==> src/rtl/decode_pkg.sv <==
// -----------------------------------------------------------------------------
// decode_pkg
// Shared definitions for the 3-to-8 hold decoder: FSM state encoding and
// active-low seven-segment patterns (bit 0 = segment a ... bit 6 = segment g).
// -----------------------------------------------------------------------------
package decode_pkg;

  typedef enum logic [0:0] {
    IDLE = 1'b0,
    SHOW = 1'b1
  } state_t;

  localparam logic [6:0] SEG_0     = 7'b1000000;
  localparam logic [6:0] SEG_1     = 7'b1111001;
  localparam logic [6:0] SEG_2     = 7'b0100100;
  localparam logic [6:0] SEG_3     = 7'b0110000;
  localparam logic [6:0] SEG_4     = 7'b0011001;
  localparam logic [6:0] SEG_5     = 7'b0010010;
  localparam logic [6:0] SEG_6     = 7'b0000010;
  localparam logic [6:0] SEG_7     = 7'b1111000;
  localparam logic [6:0] SEG_BLANK = 7'b1111111;

endpackage : decode_pkg

==> src/rtl/hex7seg_lut.sv <==
// -----------------------------------------------------------------------------
// hex7seg_lut
// Purely combinational map from a 3-bit index to an active-low digit pattern.
// The parent registers the result.
//   i_code [2:0] : index 0-7
//   o_seg  [6:0] : active-low segments, o_seg[0] = a ... o_seg[6] = g
// -----------------------------------------------------------------------------
module hex7seg_lut
  import decode_pkg::*;
(
  input  logic [2:0] i_code,
  output logic [6:0] o_seg
);

  // Index to segment pattern lookup.
  always_comb begin
    o_seg = SEG_BLANK;
    case (i_code)
      3'd0:    o_seg = SEG_0;
      3'd1:    o_seg = SEG_1;
      3'd2:    o_seg = SEG_2;
      3'd3:    o_seg = SEG_3;
      3'd4:    o_seg = SEG_4;
      3'd5:    o_seg = SEG_5;
      3'd6:    o_seg = SEG_6;
      3'd7:    o_seg = SEG_7;
      default: o_seg = SEG_BLANK;
    endcase
  end

endmodule : hex7seg_lut

==> src/rtl/decode38_hold.sv <==
// -----------------------------------------------------------------------------
// decode38_hold
// Sequential 3-to-8 decoder. Codes arrive on a valid/ready handshake, each is
// shown one-hot on y (and as a digit on seg) for HOLD_CYCLES cycles. A one-deep
// pending buffer catches a code arriving while another is on display, so a
// continuous stream is shown back-to-back with no blank cycles.
//   clk         : system clock, rising edge
//   rstn        : synchronous active-low reset
//   en          : block enable, low = synchronous flush
//   code [2:0]  : encoded index
//   code_vld    : code is valid
//   code_rdy    : block can accept code (combinational)
//   y    [7:0]  : registered one-hot pattern, zero when idle
//   seg  [6:0]  : registered active-low digit, blank when idle
//   sig         : registered, high while a pattern is shown
// -----------------------------------------------------------------------------
module decode38_hold
  import decode_pkg::*;
#(
  parameter int HOLD_CYCLES = 4
) (
  input  logic       clk,
  input  logic       rstn,
  input  logic       en,
  input  logic [2:0] code,
  input  logic       code_vld,
  output logic       code_rdy,
  output logic [7:0] y,
  output logic [6:0] seg,
  output logic       sig
);

  localparam int CW = $clog2(HOLD_CYCLES + 1);
  localparam logic [CW-1:0] CNT_RELOAD = CW'(HOLD_CYCLES - 1);
  localparam logic [CW-1:0] CNT_ZERO   = CW'(0);
  localparam logic [CW-1:0] CNT_ONE    = CW'(1);

  state_t        r_state;
  state_t        w_state_nxt;
  logic [2:0]    r_cur;
  logic [2:0]    w_cur_nxt;
  logic [CW-1:0] r_cnt;
  logic [CW-1:0] w_cnt_nxt;
  logic [2:0]    r_pend;
  logic [2:0]    w_pend_nxt;
  logic          r_pend_vld;
  logic          w_pend_vld_nxt;

  logic          w_accept;
  logic [6:0]    w_lut_seg;
  logic [7:0]    w_y_nxt;
  logic [6:0]    w_seg_nxt;
  logic          w_sig_nxt;
  logic [7:0]    r_y;
  logic [6:0]    r_seg;
  logic          r_sig;

  // Ready drops while reset is held so nothing is taken during reset.
  assign code_rdy = rstn && en && !r_pend_vld;
  assign w_accept = code_vld && code_rdy;

  hex7seg_lut u_lut (
    .i_code (r_cur),
    .o_seg  (w_lut_seg)
  );

  // State register with counter and pending buffer.
  always_ff @(posedge clk) begin
    if (!rstn) begin
      r_state    <= IDLE;
      r_cur      <= 3'd0;
      r_cnt      <= CNT_ZERO;
      r_pend     <= 3'd0;
      r_pend_vld <= 1'b0;
    end else begin
      r_state    <= w_state_nxt;
      r_cur      <= w_cur_nxt;
      r_cnt      <= w_cnt_nxt;
      r_pend     <= w_pend_nxt;
      r_pend_vld <= w_pend_vld_nxt;
    end
  end

  // Next-state logic: hold countdown, pending capture and back-to-back reload.
  always_comb begin
    w_state_nxt    = r_state;
    w_cur_nxt      = r_cur;
    w_cnt_nxt      = r_cnt;
    w_pend_nxt     = r_pend;
    w_pend_vld_nxt = r_pend_vld;
    if (!en) begin
      w_state_nxt    = IDLE;
      w_cnt_nxt      = CNT_ZERO;
      w_pend_vld_nxt = 1'b0;
    end else begin
      case (r_state)
        IDLE: begin
          if (w_accept) begin
            w_state_nxt = SHOW;
            w_cur_nxt   = code;
            w_cnt_nxt   = CNT_RELOAD;
          end else begin
            w_state_nxt = IDLE;
          end
        end
        SHOW: begin
          if (r_cnt != CNT_ZERO) begin
            w_cnt_nxt = r_cnt - CNT_ONE;
            if (w_accept) begin
              w_pend_nxt     = code;
              w_pend_vld_nxt = 1'b1;
            end else begin
              w_pend_vld_nxt = r_pend_vld;
            end
          end else if (r_pend_vld) begin
            // Pending code takes priority; ready is low here so no accept.
            w_cur_nxt      = r_pend;
            w_cnt_nxt      = CNT_RELOAD;
            w_pend_vld_nxt = 1'b0;
          end else if (w_accept) begin
            w_cur_nxt = code;
            w_cnt_nxt = CNT_RELOAD;
          end else begin
            w_state_nxt = IDLE;
            w_cnt_nxt   = CNT_ZERO;
          end
        end
        default: begin
          w_state_nxt    = IDLE;
          w_cnt_nxt      = CNT_ZERO;
          w_pend_vld_nxt = 1'b0;
        end
      endcase
    end
  end

  // Output decode from the current state; registered below.
  always_comb begin
    w_y_nxt   = 8'd0;
    w_seg_nxt = SEG_BLANK;
    w_sig_nxt = 1'b0;
    if (r_state == SHOW) begin
      w_y_nxt   = 8'd1 << r_cur;
      w_seg_nxt = w_lut_seg;
      w_sig_nxt = 1'b1;
    end else begin
      w_y_nxt   = 8'd0;
      w_seg_nxt = SEG_BLANK;
      w_sig_nxt = 1'b0;
    end
  end

  // Output registers; reset and flush blank the display on the same edge.
  always_ff @(posedge clk) begin
    if (!rstn) begin
      r_y   <= 8'd0;
      r_seg <= SEG_BLANK;
      r_sig <= 1'b0;
    end else if (!en) begin
      r_y   <= 8'd0;
      r_seg <= SEG_BLANK;
      r_sig <= 1'b0;
    end else begin
      r_y   <= w_y_nxt;
      r_seg <= w_seg_nxt;
      r_sig <= w_sig_nxt;
    end
  end

  assign y   = r_y;
  assign seg = r_seg;
  assign sig = r_sig;

endmodule : decode38_hold

==> config.mk <==
export PLATFORM = sky130hd
export DESIGN_NAME = decode38_hold
export DESIGN_NICKNAME = d
export VERILOG_FILES = /design/src/rtl/decode_pkg.sv /design/src/rtl/hex7seg_lut.sv /design/src/rtl/decode38_hold.sv
export SDC_FILE = /design/constraint.sdc
export NUM_CORES = 1
export LEC_CHECK = 0
export ABC_AREA = 1
export CORE_MARGIN = 10
export CORE_UTILIZATION = 59
export DETAILED_ROUTE_END_ITERATION = 8
export DONT_BUFFER_PORTS = 1
export GPL_ROUTABILITY_DRIVEN = 0
export PLACE_DENSITY = 0.73
export SYNTH_ARGS = -nofsm -noshare
export SYNTH_HDL_FRONTEND = slang
export SYNTH_SLANG_ARGS = --single-unit
==> constraint.sdc <==
create_clock -name clk -period 1.3 [get_ports clk]
set_input_delay 0.13 -clock clk [delete_from_list [all_inputs] [get_ports clk]]
set_output_delay 0.13 -clock clk [all_outputs]
set_load 0.01 [all_outputs]
==> key figures <==
Outcome
  • Status: completed

Power and ir drop
  • Total power: 1.263 mW
  • Combinational power share: 6.8%
  • Power density cells: 1014 nW/um^2
  • Standby leakage power: 0.5728 nW
  • Share of power burned in registers: 66.8%
  • Max VDD drop: 0.5864 mV
  • Sw Ratio: 21.64%
  • Net switching power of the design: approximately 0.27 mW
  • Clock share of power: 26.4%
  • Cell Int Power: 0.9898 mW

Synthesis
  • Post-synth top area share: 48.87%
  • Combined area of all synthesized cells: approximately 1100 sq um
  • Post-synthesis net count: 148
  • Yosys top cell by area: dfxtp_1
  • Count of mapped cells out of synthesis: 134
  • Syn_area_per_cell: 8.254 sq um
  • Top post-synthesis cells by area: dfxtp_1 (49%), ha_1 (7.9%), inv_1 (7.5%)
  • Number of warnings reported in the yosys synthesis log: 0
  • Flip-flop and latch count after synthesis: 27
  • Register area share after synthesis: approximately half
  • Count of unique library cells instantiated by Yosys: 19

STA
  • Setup violations, final: 0
  • Period utilisation layout: 95.35%
  • Slew headroom: 83.70%
  • Slew at the pin closest to its max-slew limit: 0.2442 ns
  • Number of hold violations in the final report: 0
  • Setup_tns: 0 ns
  • Minimum setup slack in the final design: 0.06047 ns
  • Pins Over Slew Limit: 0
  • Post-route minimum period: 1.240 ns
  • Highest Clock Rate: slightly above 0.8 GHz
  • Worst-case clock skew: 0.001886 ns

Place
  • Number of buffer cells added on primary ports: 0
  • Worst slack at placement: just under 0.008 ns
  • Area post-placement: 1147 sq um
  • Detail Placement HPWL: ~1500 um

Floorplanning
  • Ports placed on the boundary: 24
  • Width of the die: 63.30 um
  • Die Footprint: approximately 4000 sq um
  • Number of cell rows: 15
  • Effective utilization at floorplan: 63.37%
  • Die height: 63.30 um
  • Placeable core region: 1745 sq um

Global routing
  • Grt total ovfl: 0
  • Global-route wire length before repair: 3187 um
  • Number of global-route vias before repair: 735
  • Gr usage total: under 10%
  • Pin count of the biggest net entering global routing: 15
  • Number of antenna violations at the first check in global routing: 0

Route
  • Final Routed Wirelength: 1921 um
  • Detailed-route via count: 840
  • Vias per cell: a little under 5
  • DR iter-0 viols: 12
  • Number of nets still failing antenna checks after routing: 0
  • Router iterations before antenna repair: 4
  • DRC errors left: 0
  • Wire per inst: 11.37 um

CTS
  • Maximum root-to-sink buffer count: 2
  • Clock latency on the worst-skew pair: approximately 0.3 ns
  • Buffers inserted during post-CTS setup optimization: 0
  • Root Buffer: clkbuf_4
  • Number of sinks on the clock net: 27
  • CTS H-Tree Depth: 1
  • Clock buffer count from CTS: 3
  • CTS tree: built
  • CTS clk-pin slew, worst paths: 0.13 ns

Layout
  • Filler instances: 148
  • Total inserted antenna cells: 0
  • Layout area overhead: 12.67%
  • Proportion of layout cells with a drive suffix above 1: 12.50%
  • Multi-input gate area: approximately 500 sq um
  • Final non-filler cell area: 1246 sq um
  • Total Nets Final: 159
  • Sequential Area: 543.0 sq um

Setup path
  • Required arrival time at the worst endpoint: 1.52 ns
  • Category of the worst setup path capture point: flop
  • Slowest stage delay, CP: 0.35 ns
  • Data arrival, critical path: 1.46 ns
  • Worst R2R Setup Slack: 0.06 ns
  • CP cell instances: inv_1 -> ha_1 -> nand2_2 -> a21oi_2 -> buf_4 -> nand3_1 -> nand2_1 -> nor2_1
  • Kind of launch point of the worst setup path: flop
  • Highest net fanout along the worst path: 6
  • Slowest library cell on the worst path: dfxtp_2
  • Worst setup path category: reg2reg

Hold path
  • Hold Path Class: in2reg

Flow run
  • Count of maximum capacitance violations: 0
## through the flow
stage | utilization (%) | std cells | hold slack [ns]
after global routing | 71.40 | 169 | 0.04526
after floorplan | - | 134 | 0.2507
after detailed placement | 65.73 | 160 | 0.2564
after global placement | 65.73 | 160 | 0.2546
after CTS | 70.25 | 169 | 0.04753
final | 71.40 | 169 | 0.05729
## metal layers
| layer | track usage [%] | wire length (um) | vias up |
|---|---|---|---|
| li1 | - | - | 441 |
| met1 | 9.602 | 790 | 372 |
| met2 | 15.86 | 931 | 23 |
| met3 | 5.300 | 176 | 4 |
| met4 | 3.279 | 22 | 0 |
| met5 | 0 | 0 | - |
## power groups by stage
stage	combinational [mW]	clock [mW]	sequential, mW
6_report	0.0865	0.333	0.843
5_1_grt	0.0998	0.382	0.845
4_1_cts	0.0823	0.351	0.843
3_5_place_dp	0.0673	0	0.861
3_3_place_gp	0.0660	0	0.861
2_1_floorplan	0.0538	0	0.859
## kinds of logic (layout without fill, tap and decap cells)
kind of cell             Yosys count  after routing  share of synthesized area, %
AND/OR/NAND/NOR                   53             53                         23.98
flip-flops                        27             27                         48.87
AO/OA/AOI/OAI                     24             24                         11.31
buffers and inverters             23             33                         7.918
adder cells (fa/ha/maj)            7              7                         7.918
## synthesized netlist by cell type
master / n
nand3_1: 7
nand2_2: 1
o21ai_0: 11
nand2_4: 1
a31oi_1: 2
nor2_4: 1
o21ai_1: 1
nor3_1: 3
nor2_1: 18
nor2_2: 1
ha_1: 7
dfxtp_1: 27
buf_2: 1
o211ai_1: 1
inv_1: 22
nand4_4: 1
nor2_8: 1
a21oi_1: 9
nand2_1: 19
## critical path: cells and delay by family, from the launching register on
family / cells / cell delay, ns
AO/OA/AOI/OAI: 1 / 0.13
adder cells (fa/ha/maj): 1 / 0.17
buffers and inverters: 2 / 0.22
flip-flops: 1 / 0.35
AND/OR/NAND/NOR: 4 / 0.28
## cell usage in the layout (no fill, tap or decap)
cell | Yosys | layout
nand2_4 | 1 | 2
nand2_2 | 1 | 2
clkbuf_1 | 0 | 1
nor2_8 | 1 | 1
ha_1 | 7 | 7
o21ai_0 | 11 | 10
nor3_1 | 3 | 3
inv_1 | 22 | 22
a31oi_1 | 2 | 2
clkbuf_4 | 0 | 3
a21oi_1 | 9 | 7
nand3_1 | 7 | 7
nand4_4 | 1 | 1
a21oi_2 | 0 | 2
nor2_1 | 18 | 17
o21ai_1 | 1 | 2
nand2_1 | 19 | 17
nor2_4 | 1 | 1
buf_4 | 0 | 2
dlygate4sd3_1 | 0 | 5
nor2_2 | 1 | 2
o211ai_1 | 1 | 1
dfxtp_2 | 0 | 2
dfxtp_1 | 27 | 25
## state kept, by name, indices dropped and copies added, names as in the netlist
signal      flops
sig             1
y               8
r_pend          3
r_cur           3
r_state         1
seg             7
r_cnt           3
r_pend_vld      1
## repair_timing
action / CTS / global route
setup endpoints to repair: 4 / 9
hold buffers: 5 / 0
resized for setup: 1 / 8
hold endpoints to repair: 8 / 0
pin swaps: 0 / 1
## area by class of cell
type / instances / area share (%)
clock buffer: 4 / 2.108
inverter: 22 / 6.626
multi-input combinational: 84 / 39.96
sequential: 27 / 43.57
tap: 25 / 2.510
timing repair buffer: 7 / 5.221
## path summary, 6_finish.rpt
check / endpoint / depth (start not counted) / startpoint
hold / removal: r_state / 2 / rstn
hold reg to reg: seg[6] / 1 / r_cur[1]
setup reg to reg: r_cur[2] / 8 / r_cnt[0]
setup / recovery: r_cur[2] / 8 / r_cnt[0]
(Power assumes the default switching activity.)
